File: config.mk
export PLATFORM = sky130hd
export DESIGN_NAME = serial_bcd_adder_ctrl
export DESIGN_NICKNAME = d
export VERILOG_FILES = /design/src/rtl/serial_bcd_adder_ctrl.sv
export SDC_FILE = /design/constraint.sdc
export NUM_CORES = 1
export LEC_CHECK = 0
export ABC_CLOCK_PERIOD_IN_PS = 3500
export CORE_ASPECT_RATIO = 2
export CORE_UTILIZATION = 35
export CTS_CLUSTER_DIAMETER = 120
export DETAILED_ROUTE_END_ITERATION = 16
export PLACE_DENSITY = 0.59
export SLEW_MARGIN = 10
export SYNTH_ARGS = -nofsm -noshare
export SYNTH_HDL_FRONTEND = slang
export SYNTH_HIERARCHICAL = 1
export SYNTH_SLANG_ARGS = --single-unit
File: constraint.sdc
create_clock -name clk -period 3.5 [get_ports clk]
set_input_delay 0.35 -clock clk [delete_from_list [all_inputs] [get_ports clk]]
set_output_delay 0.35 -clock clk [all_outputs]
set_load 0.005 [all_outputs]
File: src/rtl/serial_bcd_adder_ctrl.sv
// serial_bcd_adder_ctrl: digit-serial BCD adder that time-shares one BCD digit adder, LSD first
//   clk   : clock, rising edge
//   rst   : asynchronous active-high reset
//   start : accept A, B, C_in and begin an addition (ignored while busy)
//   A, B  : BCD operands, digit 0 in bits [3:0]
//   C_in  : carry into digit 0
//   busy  : high while digits are processed
//   done  : one-cycle result-valid pulse
//   S     : BCD sum (partial digits visible while busy)
//   C_out : decimal carry out of the top digit
//   err   : an accepted operand had a digit above 9

module bcd_digit_adder (
    input  logic [3:0] a,
    input  logic [3:0] b,
    input  logic       cin,
    output logic [3:0] s,
    output logic       cout
);
    logic [4:0] w_bin;
    always_comb begin
        w_bin = {1'b0, a} + {1'b0, b} + {4'b0, cin};
        cout  = w_bin > 5'd9;
        s     = cout ? w_bin[3:0] + 4'd6 : w_bin[3:0];
    end
endmodule

module serial_bcd_adder_ctrl #(
    parameter int DIGITS = 4
) (
    input  logic                  clk,
    input  logic                  rst,
    input  logic                  start,
    input  logic [4*DIGITS-1:0]   A,
    input  logic [4*DIGITS-1:0]   B,
    input  logic                  C_in,
    output logic                  busy,
    output logic                  done,
    output logic [4*DIGITS-1:0]   S,
    output logic                  C_out,
    output logic                  err
);
    localparam int IW = DIGITS > 1 ? $clog2(DIGITS) : 1;
    localparam logic [1:0] IDLE = 2'd0, ADD = 2'd1, DONE = 2'd2;

    logic [1:0]          r_state;
    logic [IW-1:0]       r_idx;
    logic                r_carry;
    logic [4*DIGITS-1:0] r_a, r_b, r_s;
    logic                r_cout, r_err;
    logic [3:0]          w_sum;
    logic                w_carry, w_bad, w_last, w_accept;

    bcd_digit_adder u_add (
        .a    (r_a[{r_idx, 2'b00} +: 4]),
        .b    (r_b[{r_idx, 2'b00} +: 4]),
        .cin  (r_carry),
        .s    (w_sum),
        .cout (w_carry)
    );

    always_comb begin
        w_bad = 1'b0;
        for (int i = 0; i < DIGITS; i++)
            if (A[4*i +: 4] > 4'd9 || B[4*i +: 4] > 4'd9) w_bad = 1'b1;
    end

    assign w_last   = r_idx == IW'(DIGITS - 1);
    assign w_accept = start && r_state != ADD;

    always_ff @(posedge clk or posedge rst) begin
        if (rst) begin
            r_state <= IDLE;
            r_idx   <= '0;
            r_carry <= 1'b0;
            r_a     <= '0;
            r_b     <= '0;
            r_s     <= '0;
            r_cout  <= 1'b0;
            r_err   <= 1'b0;
        end else if (w_accept) begin
            r_state <= ADD;
            r_idx   <= '0;
            r_carry <= C_in;
            r_a     <= A;
            r_b     <= B;
            r_s     <= '0;
            r_cout  <= 1'b0;
            r_err   <= w_bad;
        end else if (r_state == ADD) begin
            r_s[{r_idx, 2'b00} +: 4] <= w_sum;
            r_carry <= w_carry;
            // index stops at the last digit instead of wrapping
            r_idx   <= w_last ? r_idx : r_idx + 1'b1;
            r_cout  <= w_last ? w_carry : r_cout;
            r_state <= w_last ? DONE : ADD;
        end else begin
            r_state <= IDLE;
        end
    end

    assign busy  = r_state == ADD;
    assign done  = r_state == DONE;
    assign S     = r_s;
    assign C_out = r_cout;
    assign err   = r_err;
endmodule

==> results of run 1 <==
## flip-flops by register name (all words and copies together) (netlist names)
register	cells
S	16
r_a	16
r_b	16
r_idx	2
r_state	2
C_out	1
err	1
r_carry	1
## cell type report
cell class,count,share of cell area [%]
well taps,96,3.31
clock buffers,6,3.55
repair buffers,59,16.0
inverters,6,0.827
flip-flops and latches,55,38.0
multi-input cells,119,38.4
## per-stage QoR
step,worst slack (ns),hold WS (ns),instance area (µm²),cells,util (%)
finish,0.173,0.506,3630,341,46.0
global route,0.0447,0.517,3630,341,46.0
CTS,0.00309,0.505,3600,341,45.7
detailed placement,0.0281,0.490,3460,335,43.9
global placement,0.0610,0.486,3460,335,43.9
floorplan,0.0299,0.474,2850,188,-
## layout by cell type (no fill, tap or decap), types with 2 or more instances in the layout
cell             synthesis  layout
nand4_1                  2       2
a22o_1                  17      17
clkdlybuf4s50_1          0      55
buf_4                    2       4
inv_1                    5       4
xnor2_2                  0       2
mux4_2                   8       8
clkbuf_16                0       5
a21o_1                   2       2
mux2_4                  29      29
fa_2                     0       2
o21ai_0                 10      10
nor2_1                   3       3
mux2i_2                  3       4
nand2_1                  3       3
a21oi_1                  4       4
dfrtp_1                 55      54
mux2_2                   3       3
ha_1                     9       8
## kinds of logic (layout without fill, tap and decap cells)
| group | count (synthesis) | after routing | share of synthesized area [%] |
|---|---|---|---|
| DFF | 55 | 55 | 48.3 |
| muxes | 46 | 46 | 25.7 |
| AOI/OAI and AO/OA | 39 | 39 | 10.4 |
| and+or+nand+nor | 21 | 21 | 5.54 |
| buffers and inverters | 14 | 71 | 4.00 |
| adders and majority gates | 11 | 11 | 5.36 |
| xor gates and xnor gates | 2 | 2 | 0.615 |
## metal layers
metal,GRT usage (%),vias up
met4,9.08,0
met1,16.6,880
met5,0,-
met2,28.0,46
li1,-,820
met3,3.43,12
## worst max-delay path, cell delays in order, from the launching register on
cell and delay (ns):
dfrtp_2 0.40, mux4_2 0.53, fa_2 0.43, fa_2 0.53, inv_1 0.08, ha_2 0.20
a31o_1 0.23, o31ai_4 0.30, buf_4 0.18, xnor2_2 0.11, a22o_1 0.22
## final timing paths
| check | from | end | cells after the start |
|---|---|---|---|
| worst max-delay path | r_idx[0] | S[1] | 10 |
| worst min register to register | S[3] | S[3] | 1 |
| max in group asynchronous | rst | S[3] | 3 |
| min in group asynchronous | rst | S[4] | 2 |
| worst max register to register | r_idx[0] | S[1] | 10 |
| worst min-delay path | S[3] | S[3] | 1 |
## what timing repair did
item | 4_1_cts | 5_1_grt
endpoints found under the setup margin | 1 | 12
gates resized for setup | 1 | 9
hold endpoints to repair | 0 | 0
==> run_results.csv, run 1 <==
group,metric,value,unit
clock_network,htree_levels,2,
clock_network,root_buffer,"clkbuf_16",
timing,rsz0062_at_grt,"false",
synthesis,async_flop_share,100,%
setup_path,crit_required,3.68,ns
global_routing,grt_pass1_vias,1877,
die,initial_core_util,36.1,%
setup_path,r2r_setup_slack,0.17,ns
placement,gp_congestion,0.765,
timing,finalHoldViolations,0,
timing,fmax,301,MHz
die,rows,46,
timing,fin_crit_sh,95.1,%
setup_path,arrival,3.50,ns
route,wire_per_inst,17.0,µm
synthesis,synth_cells,188,
clock_network,cts.sink_count,55,
route,viasPerCell,5.16,
hold_path,worstHoldPathType,"register to register",
setup_path,worstSetupEndpointType,"register",
synthesis,synth_top_area_cell,"dfrtp_1",
synthesis,yosys-top-cells-area,"dfrtp_1, mux2_4, mux4_2",
clock_network,clkLatencyLatePin,0.29,ns
clock_network,cts_hold_buf,0,
global_routing,grt_start_max_net_pins,40,
route,totalWireLength,5800,µm
setup_path,crit_fanout,4,
route,dr.pass1.iters,3,
route,drt-met1-wl,2090,µm
clock_network,clock_path_buffers,2,
timing,setup_viol,0,
synthesis,synth_warnings,6,
synthesis,syn_nets,235,
global_routing,overflow,0,
layout,antennaDiodeCount,0,
clock_network,path_clk_slew,0.06,ns
route,vias,1758,
route,wl_met2,3310,µm
synthesis,syn_area_per_cell,15.1,µm²
synthesis,synth.cell_area,0.00285,mm²
global_routing,grt_pass1_wl,9760,µm
route,met3WireLength,184,µm
synthesis,synth_top_area_share,48.3,%
timing,maxSlewViolCount,0,
synthesis,ys.flop_type,"dfrtp_1",
timing,relSlewSlack,46.7,%
setup_path,crit_type,"register to register",
outcome,status,"complete, no violations",
synthesis,synthTopCellsByCount,"dfrtp_1, mux2_4, a22o_1, o21ai_0, ha_1",
route,drc,0,
die,coreArea,0.00789,mm²
layout,multiInputGateArea,0.00139,mm²
die,die-width,65.8,µm
layout,layout-drive-gt1-share,28.2,%
layout,final_nets,293,
die,die_h,130,µm
job,cap_violations,0,
timing,clock_skew,0.00449,ns
layout,area_growth_syn_to_layout,27.5,%
clock_network,postCtsSetupBuffers,0,
timing,final.min_clock_period,3.33,ns
placement,place_hpwl,4560,µm
setup_path,cp-start-kind,"register",
synthesis,ys_seq_area_share,48.3,%
synthesis,synth_edf_count,0,
die,io_pins,56,
route,top_layer,"met4",
global_routing,grt_usage,15.8,%
synthesis,yosysMostFrequentCell,"dfrtp_1",
layout,fill_cells,713,
global_routing,grt_antenna_before_repair,0,
synthesis,synth.distinct_cells,41,
route,drtAntennaViolNets,0,
clock_network,cts_tree,"done",
placement,port_buffers,55,
clock_network,cts_buffers,5,
timing,worstMarginPinSlew,0.798,ns
synthesis,synth_seq_cells,55,
route,drt_iter0_drc,68,
die,die-area,0.00852,mm²
timing,finalSetupTns,0,ns
layout,seqCellArea,0.00138,mm²
Power of run 1 is left out: the tool's default activity adds up to more than one toggle a clock period on the data nets, which glitch-free logic cannot reach.
==> run 2, diff against run 1 <==
- MAX_ROUTING_LAYER: not set -> met4
==> run 2 against run 1 <==
Non-clock buffer count stayed put. Cell area stayed put. Maximum frequency is 0.19% higher. Utilization stayed put. Clock skew is 0.00079 ns lower. Clock-buffer cell count stayed put.
==> run_results.csv, run 2 (synthesis results as in run 1) <==
group,metric,value,unit
timing,worstMarginPinSlew,0.793,ns
global_routing,overflow,0,
clock_network,root_buffer,"clkbuf_16",
outcome,status,"complete, no violations",
layout,seqCellArea,0.00138,mm²
job,cap_violations,0,
route,drc,0,
timing,finalSetupTns,0,ns
die,rows,46,
die,initial_core_util,36.1,%
setup_path,crit_type,"register to register",
die,die_h,130,µm
placement,placed_area,0.00346,mm²
route,dr.pass1.iters,4,
global_routing,grt_usage,16.2,%
setup_path,arrival,3.50,ns
layout,layout-drive-gt1-share,28.2,%
route,totalWireLength,5810,µm
hold_path,hp-start,"r_a[12]",
timing,hold_slack,0.505,ns
timing,fin_crit_sh,94.9,%
route,vias,1749,
die,io_pins,56,
layout,area_growth_syn_to_layout,27.5,%
layout,antennaDiodeCount,0,
layout,layout_commonest_cell,"clkdlybuf4s50_1",
die,die-area,0.00852,mm²
global_routing,grt_antenna_before_repair,0,
clock_network,clock_path_buffers,2,
timing,final.min_clock_period,3.32,ns
layout,multiInputGateArea,0.00139,mm²
timing,finalHoldViolations,0,
die,coreArea,0.00789,mm²
layout,final_util,46.0,%
timing,setup_viol,0,
clock_network,cts_tree,"done",
layout,final_nets,293,
setup_path,crit_required,3.68,ns
timing,clock_skew,0.00370,ns
placement,place_hpwl,4560,µm
global_routing,grt_pass1_vias,1883,
setup_path,crit_fanout,4,
timing,fmax,301,MHz
die,die-width,65.8,µm
placement,port_buffers,55,
route,viasPerCell,5.13,
global_routing,grt_start_max_net_pins,40,
timing,relSlewSlack,47.1,%
placement,gp_congestion,0.775,
layout,fill_cells,713,
clock_network,clkLatencyLatePin,0.29,ns
clock_network,path_clk_slew,0.06,ns
clock_network,cts.sink_count,55,
route,wire_per_inst,17.0,µm
layout,layout_common_cells,"clkdlybuf4s50_1, dfrtp_1, mux2_4",
clock_network,htree_levels,2,
setup_path,timing.rr.start,"r_idx[0]",
layout,stdcell_area,0.00363,mm²
setup_path,worstSetupEndpointType,"register",
hold_path,worstHoldPathType,"register to register",
global_routing,grt_pass1_wl,9750,µm
setup_path,cp-start-kind,"register",
clock_network,cts_buffers,5,
timing,rsz0062_at_grt,"false",
setup_path,startpoint,"r_idx[0]",
route,drtAntennaViolNets,0,
route,drt_iter0_drc,81,
timing,maxSlewViolCount,0,
run 2: metrics by stage:
step                std cells  setup slack, ns
floorplan                 188           0.0299
global placement          335           0.0610
detailed placement        335           0.0281
CTS                       341          0.00309
global route              341           0.0447
finish                    341            0.179
run 2: routing by layer:
metal / up-vias / GRT usage [%] / part of all wire, % / wire length [µm]
li1: 818 / - / - / -
met1: 872 / 16.6 / 36 / 2100
met2: 46 / 27.9 / 57 / 3320
met3: 13 / 3.35 / 3.0 / 174
met4: 0 / 9.08 / 3.7 / 216
met5: - / - / 0 / 0
run 2: final cells by class:
cell class	instances	share of cell area, %
Clock buffer	6	3.55
Tap cell	96	3.31
Timing Repair Buffer	59	16.0
Multi-Input combinational cell	119	38.4
Inverter	6	0.827
Sequential cell	55	38.0
run 2: path summary, 6_finish.rpt:
kind | depth (start not counted) | end | slack [ns]
min in group asynchronous | 2 | S[4] | 0.53
worst min-delay path | 1 | r_a[12] | 0.51
max in group asynchronous | 3 | S[11] | 2.24
worst max-delay path | 10 | S[1] | 0.18
worst min register to register | 1 | r_a[12] | 0.51
worst max register to register | 10 | S[1] | 0.18
run 2: critical path, cell delays in order (launching register included):
cell and delay (ns):
dfrtp_2 0.40, mux4_2 0.53, fa_2 0.43, fa_2 0.53, inv_1 0.08, ha_2 0.20, a31o_1 0.23, o31ai_4 0.30
buf_4 0.18, xnor2_2 0.11, a22o_1 0.22
run 2: repair_timing:
item	4_1_cts	5_1_grt
hold endpoints to repair	0	0
hold buffers	0	0
endpoints found under the setup margin	1	12
setup buffers	0	0
resized for setup	1	9
Power of run 2 is left out for the same reason.
==> run 3, diff against run 2 <==
- CAP_MARGIN: not set -> 40
==> results of run 3 <==
Final layout, timing and power as in run 2 (identical DEF).
Power of run 3 is left out for the same reason.
==> RTL change 1: new RTL, config.mk and constraints of run 3 <==
Change the parameter `DIGITS` from 4 to 2.
--- a/src/rtl/serial_bcd_adder_ctrl.sv
+++ b/src/rtl/serial_bcd_adder_ctrl.sv
@@ -27,5 +27,5 @@
 
 module serial_bcd_adder_ctrl #(
-    parameter int DIGITS = 4
+    parameter int DIGITS = 2
 ) (
     input  logic                  clk,
Interface: changed (resized A, B and S); port bits go from 56 to 32. No check against the original RTL was run, so the function may have changed too.
==> RTL change 1 against run 3 <==
- core utilization is 2.0 points higher
- area after synthesis decreased by 47%
- non-clock buffer count is 26 lower
- worst setup slack better by 0.15 ns
- highest routed layer unchanged
- via count is 42% lower
- fmax up 4.6%
- cell area shrank 45%
- routed wire length is 48% lower
- sequential cell count down 25
Power is not shown: default switching activity piles up to over one toggle a cycle in this logic, so the estimate is an artifact.
==> RTL change 1: results (changes against run 3) <==
initial antenna violation count=0 (unchanged); overall track demand over capacity in global routing=15.27% (-0.92 points); Synth cell types=28 (-32%); clk slew on worst S/H paths=0.06 ns (about the same); antenna cells=0 (unchanged); Detailed Place HPWL=2474 um (-46%); vias in the first global route=1086 (-42%); clk buf depth=2 (unchanged); crit path max fanout=5 (+1); Async S/R FF share, synth=100.0% (unchanged); Vias=1011 (-42%); Final nets=172 (-41%); worst hold path class=input pin to asynchronous set/reset pin; largest cells by area after synthesis=dfrtp_1 (50%), mux2_2 (11%), mux2_4 (10%), a22o_1 (5.2%), ha_1 (3.3%); Port Buf Inserts=31 (-44%); Reg2Reg Depth=9 (-1); R2R setup slack=0.33 ns (+0.15 ns); CTS buffer count=5 (unchanged); number of fill cells in the layout=399 (-44%); DRT iter0 DRCs=23 (-72%); clock root cell=clkbuf_8; first-pass GRT wire length=5085 um (-48%); Post-Route WL=2999 um (-48%); syn_nets=136 (-42%); Worst EP arrival=3.34 ns (-0.16 ns); largest net degree at the start of global routing=19 (-53%); Pre-antenna DRT Iters=3 (-1); slew of the pin with the lowest slew margin=0.5890 ns (-0.2035 ns); post-CTS sizing=0 (-1); R2R Path Start=r_idx; Post-synth top cells=dfrtp_1 (30), mux2_2 (15), mux2_4 (10); reg-to-reg endpoint=S[3]; ratio of cells with drive above 1 in the final layout=25.85% (-2.3 points); Synthesis Warnings=6 (unchanged); Fin Clk Skew=0.002843 ns (-0.0008562 ns); post-synthesis sequential area ratio=49.75% (+1.4 points); postcts setup bufs=0 (unchanged); # setup viols final=0 (unchanged); htree depth=2 (unchanged); status=completed; Clk Latency, worst-skew pair=0.27 ns (-0.02 ns); routability cong.=0.8077 (+4.2%)
==> RTL change 1: cell count changes in the layout (fill, tap and decap cells not counted), moves of 3 or more <==
cell,delta
clkdlybuf4s50_1,-24
a22o_1,-8
mux2i_2,-4
nand2_1,-3
mux4_2,-8
clkbuf_8,+6
mux2_2,+12
o21ai_0,-5
dfrtp_1,-24
clkbuf_16,-5
buf_4,-3
mux2_4,-19
ha_1,-4
==> RTL change 1: per-stage QoR <==
stage	cells	hold WS (ns)	setup WS (ns)	utilization, %	instance area, sq um
after global routing	199	0.4924	0.1281	48.00	1982
after detailed placement	191	0.4813	0.3313	45.79	1891
final	199	0.4533	0.3253	48.00	1982
after floorplan	110	0.4408	0.3718	-	1509
after global placement	190	0.4826	0.3648	45.12	1863
after CTS	199	0.4629	0.3187	48.00	1982
==> RTL change 1: how the worst max path moves through the flow <==
stage          endpoint  slack (ns)   from
2_1_floorplan      S[3]        0.37  r_idx
3_3_place_gp       S[3]        0.36  r_idx
3_5_place_dp       S[7]        0.33  r_idx
4_1_cts            S[3]        0.32  r_idx
5_1_grt            S[3]        0.13  r_idx
6_report           S[3]        0.33  r_idx
==> RTL change 1: layer usage <==
layer / share of wire [%] / wire length, um / vias to the layer above / GRT usage, %
li1: - / - / 472 / -
met1: 34 / 1031 / 510 / 14.27
met2: 60 / 1806 / 21 / 29.11
met3: 2.1 / 64 / 8 / 2.899
met4: 3.2 / 97 / 0 / 7.598
met5: 0 / 0 / - / -
==> RTL change 1: logic make-up after synthesis <==
kind of cell,count (synthesis),synth area share (%)
flip-flops,30,49.75
multiplexers,27,22.47
AO/OA/AOI/OAI,25,12.44
buffers and inverters,10,3.400
AND/OR/NAND/NOR,10,4.809
adder cells (fa/ha/maj),6,5.970
XOR/XNOR,2,1.161
==> RTL change 1: worst max-delay path, stage by stage, from the launching register on <==
cell	delay, ns
dfrtp_1	0.43
mux2_2	0.38
fa_1	0.46
fa_1	0.41
xnor2_1	0.18
ha_1	0.24
a31o_1	0.23
a2111oi_0	0.41
nor2b_1	0.12
a22o_1	0.22
==> RTL change 1: layout make-up <==
class	count	area, sq um	area share, %
sequential	30	750.7	37.88
multi-input combinational	70	706.9	35.67
timing repair buffer	33	345.3	17.42
clock buffer	7	86.33	4.356
tap	52	65.06	3.283
inverter	6	22.52	1.136
clock inverter	1	5.005	0.2525
==> RTL change 2: new RTL, settings of run 3 <==
Without the edit above. Add an input register stage for `start`, `A`, `B` and `C_in`; this delays them by one clock.
--- a/src/rtl/serial_bcd_adder_ctrl.sv
+++ b/src/rtl/serial_bcd_adder_ctrl.sv
@@ -44,4 +44,16 @@
     localparam logic [1:0] IDLE = 2'd0, ADD = 2'd1, DONE = 2'd2;
 
+    logic start_q;
+    logic [4*DIGITS-1:0] A_q;
+    logic [4*DIGITS-1:0] B_q;
+    logic C_q;
+
+    always_ff @(posedge clk) begin
+        start_q <= start;
+        A_q     <= A;
+        B_q     <= B;
+        C_q     <= C_in;
+    end
+
     logic [1:0]          r_state;
     logic [IW-1:0]       r_idx;
@@ -63,9 +75,9 @@
         w_bad = 1'b0;
         for (int i = 0; i < DIGITS; i++)
-            if (A[4*i +: 4] > 4'd9 || B[4*i +: 4] > 4'd9) w_bad = 1'b1;
+            if (A_q[4*i +: 4] > 4'd9 || B_q[4*i +: 4] > 4'd9) w_bad = 1'b1;
     end
 
     assign w_last   = r_idx == IW'(DIGITS - 1);
-    assign w_accept = start && r_state != ADD;
+    assign w_accept = start_q && r_state != ADD;
 
     always_ff @(posedge clk or posedge rst) begin
@@ -82,7 +94,7 @@
             r_state <= ADD;
             r_idx   <= '0;
-            r_carry <= C_in;
-            r_a     <= A;
-            r_b     <= B;
+            r_carry <= C_q;
+            r_a     <= A_q;
+            r_b     <= B_q;
             r_s     <= '0;
             r_cout  <= 1'b0;
Formal check against the unedited RTL: not equivalent (a bounded check fails within 4 cycles, from zero or initial values and one cycle with rst high).
==> RTL change 2 against run 3 <==
- sequential cell count is 34 higher
- routed wire length is 22% higher
- cell count is 24% higher
- die area is 23% higher
- clock skew is 0.0011 ns higher
- core utilization is 0.86 points higher
- area after synthesis is 24% higher
- cell area is 26% higher
- first-iteration DRC count is 23% higher
- worst setup slack worse by 0.052 ns
- critical path type unchanged
Power is not shown: default switching activity piles up to over one toggle a cycle in this logic, so the estimate is an artifact.
==> RTL change 2: results (changes against run 3) <==
status=completed; Worst EP arrival=3.65 ns (+0.15 ns); Detailed Place HPWL=5397 um (+18%); met1 Usage GRT=14.51% (-2.1 points); vias in the first global route=2127 (+13%); worst hold path class=input pin to asynchronous set/reset pin; R2R setup slack=0.13 ns (-0.05 ns); met3 Usage GRT=2.997% (-0.35 points); first-pass GRT wire length=11360 um (+16%); GR met2 Demand/Resource=28.31% (+0.46 points); htree depth=3 (+1); DRT iter0 DRCs=100 (+23%); Post-synth top cells=dfrtp_1 (55), dfxtp_1 (34), mux2_4 (29); post-synthesis sequential area ratio=58.28% (+9.9 points); Fin Clk Skew=0.004778 ns (+0.001079 ns); met3 wire length=195 um (+12%); Placed Area=4202 sq um (+21%); Async S/R FF share, synth=61.80% (-38 points); pre-CTS setup slack=-0.08254 ns (-0.1107 ns); CTS buffer count=9 (+4); Port Buf Inserts=55 (unchanged); largest cells by area after synthesis=dfrtp_1 (39%), dfxtp_1 (19%), mux2_4 (12%), mux4_2 (5.1%), a22o_1 (4.2%); initial antenna violation count=0 (unchanged); routability cong.=0.7890 (+1.8%); crit path to=S[10]; overall track demand over capacity in global routing=15.50% (-0.69 points); vias per cell=4.727 (-7.8%); slew of the pin with the lowest slew margin=0.6306 ns (-0.1620 ns); Reg2Reg Depth=9 (-1); Final nets=332 (+13%); Clk Latency, worst-skew pair=0.34 ns (+0.05 ns); DR WL/cell=16.80 um (-1.3%); Synth cell types=43 (+4.9%); Vias=1995 (+14%); largest net degree at the start of global routing=34 (-15%); Tcrit/Tclk final=96.38% (+1.5 points); ratio of cells with drive above 1 in the final layout=28.28% (+0.11 points); Synth Area per Inst=15.90 sq um (+5.0%); WHS=0.4081 ns (-0.09727 ns); placed cell count=406 (+21%); CP Buf/Inv Count=0 (-2); met2 wire length=4124 um (+24%); M1 WL=2481 um (+18%)
-- RTL change 2: cell types whose count changed after synthesis --
cell	before	now
nor4_2	0	1
dfxtp_1	0	34
nand2_1	3	4
nor2_1	3	2
buf_4	2	1
nand4b_1	1	0
buf_2	0	1
-- RTL change 2: cell families (layout without fill, tap and decap cells) --
logic type	after synthesis	after routing	synth area share, %
adders and majority gates	11	11	4.325
buffers and inverters	14	82	3.155
AOI/OAI and AO/OA	39	39	8.401
muxes	46	46	20.77
DFF	89	89	58.28
and+or+nand+nor	21	21	4.573
xor gates and xnor gates	2	2	0.4964
-- RTL change 2: cell type report --
cell class              count  area, sq um
fillers                   883         5185
flip-flops and latches     89         2058
multi-input cells         119         1433
repair buffers             60        588.1
clock buffers              11        242.7
well taps                 132        165.2
clock inverters             5        61.31
inverters                   6        30.03
-- RTL change 2: repair_timing --
action | 4_1_cts | 5_1_grt
resized for setup | 4 | 10
setup endpoints to repair | 10 | 12
pin swaps | 1 | 3
endpoints found under the hold margin | 0 | 0
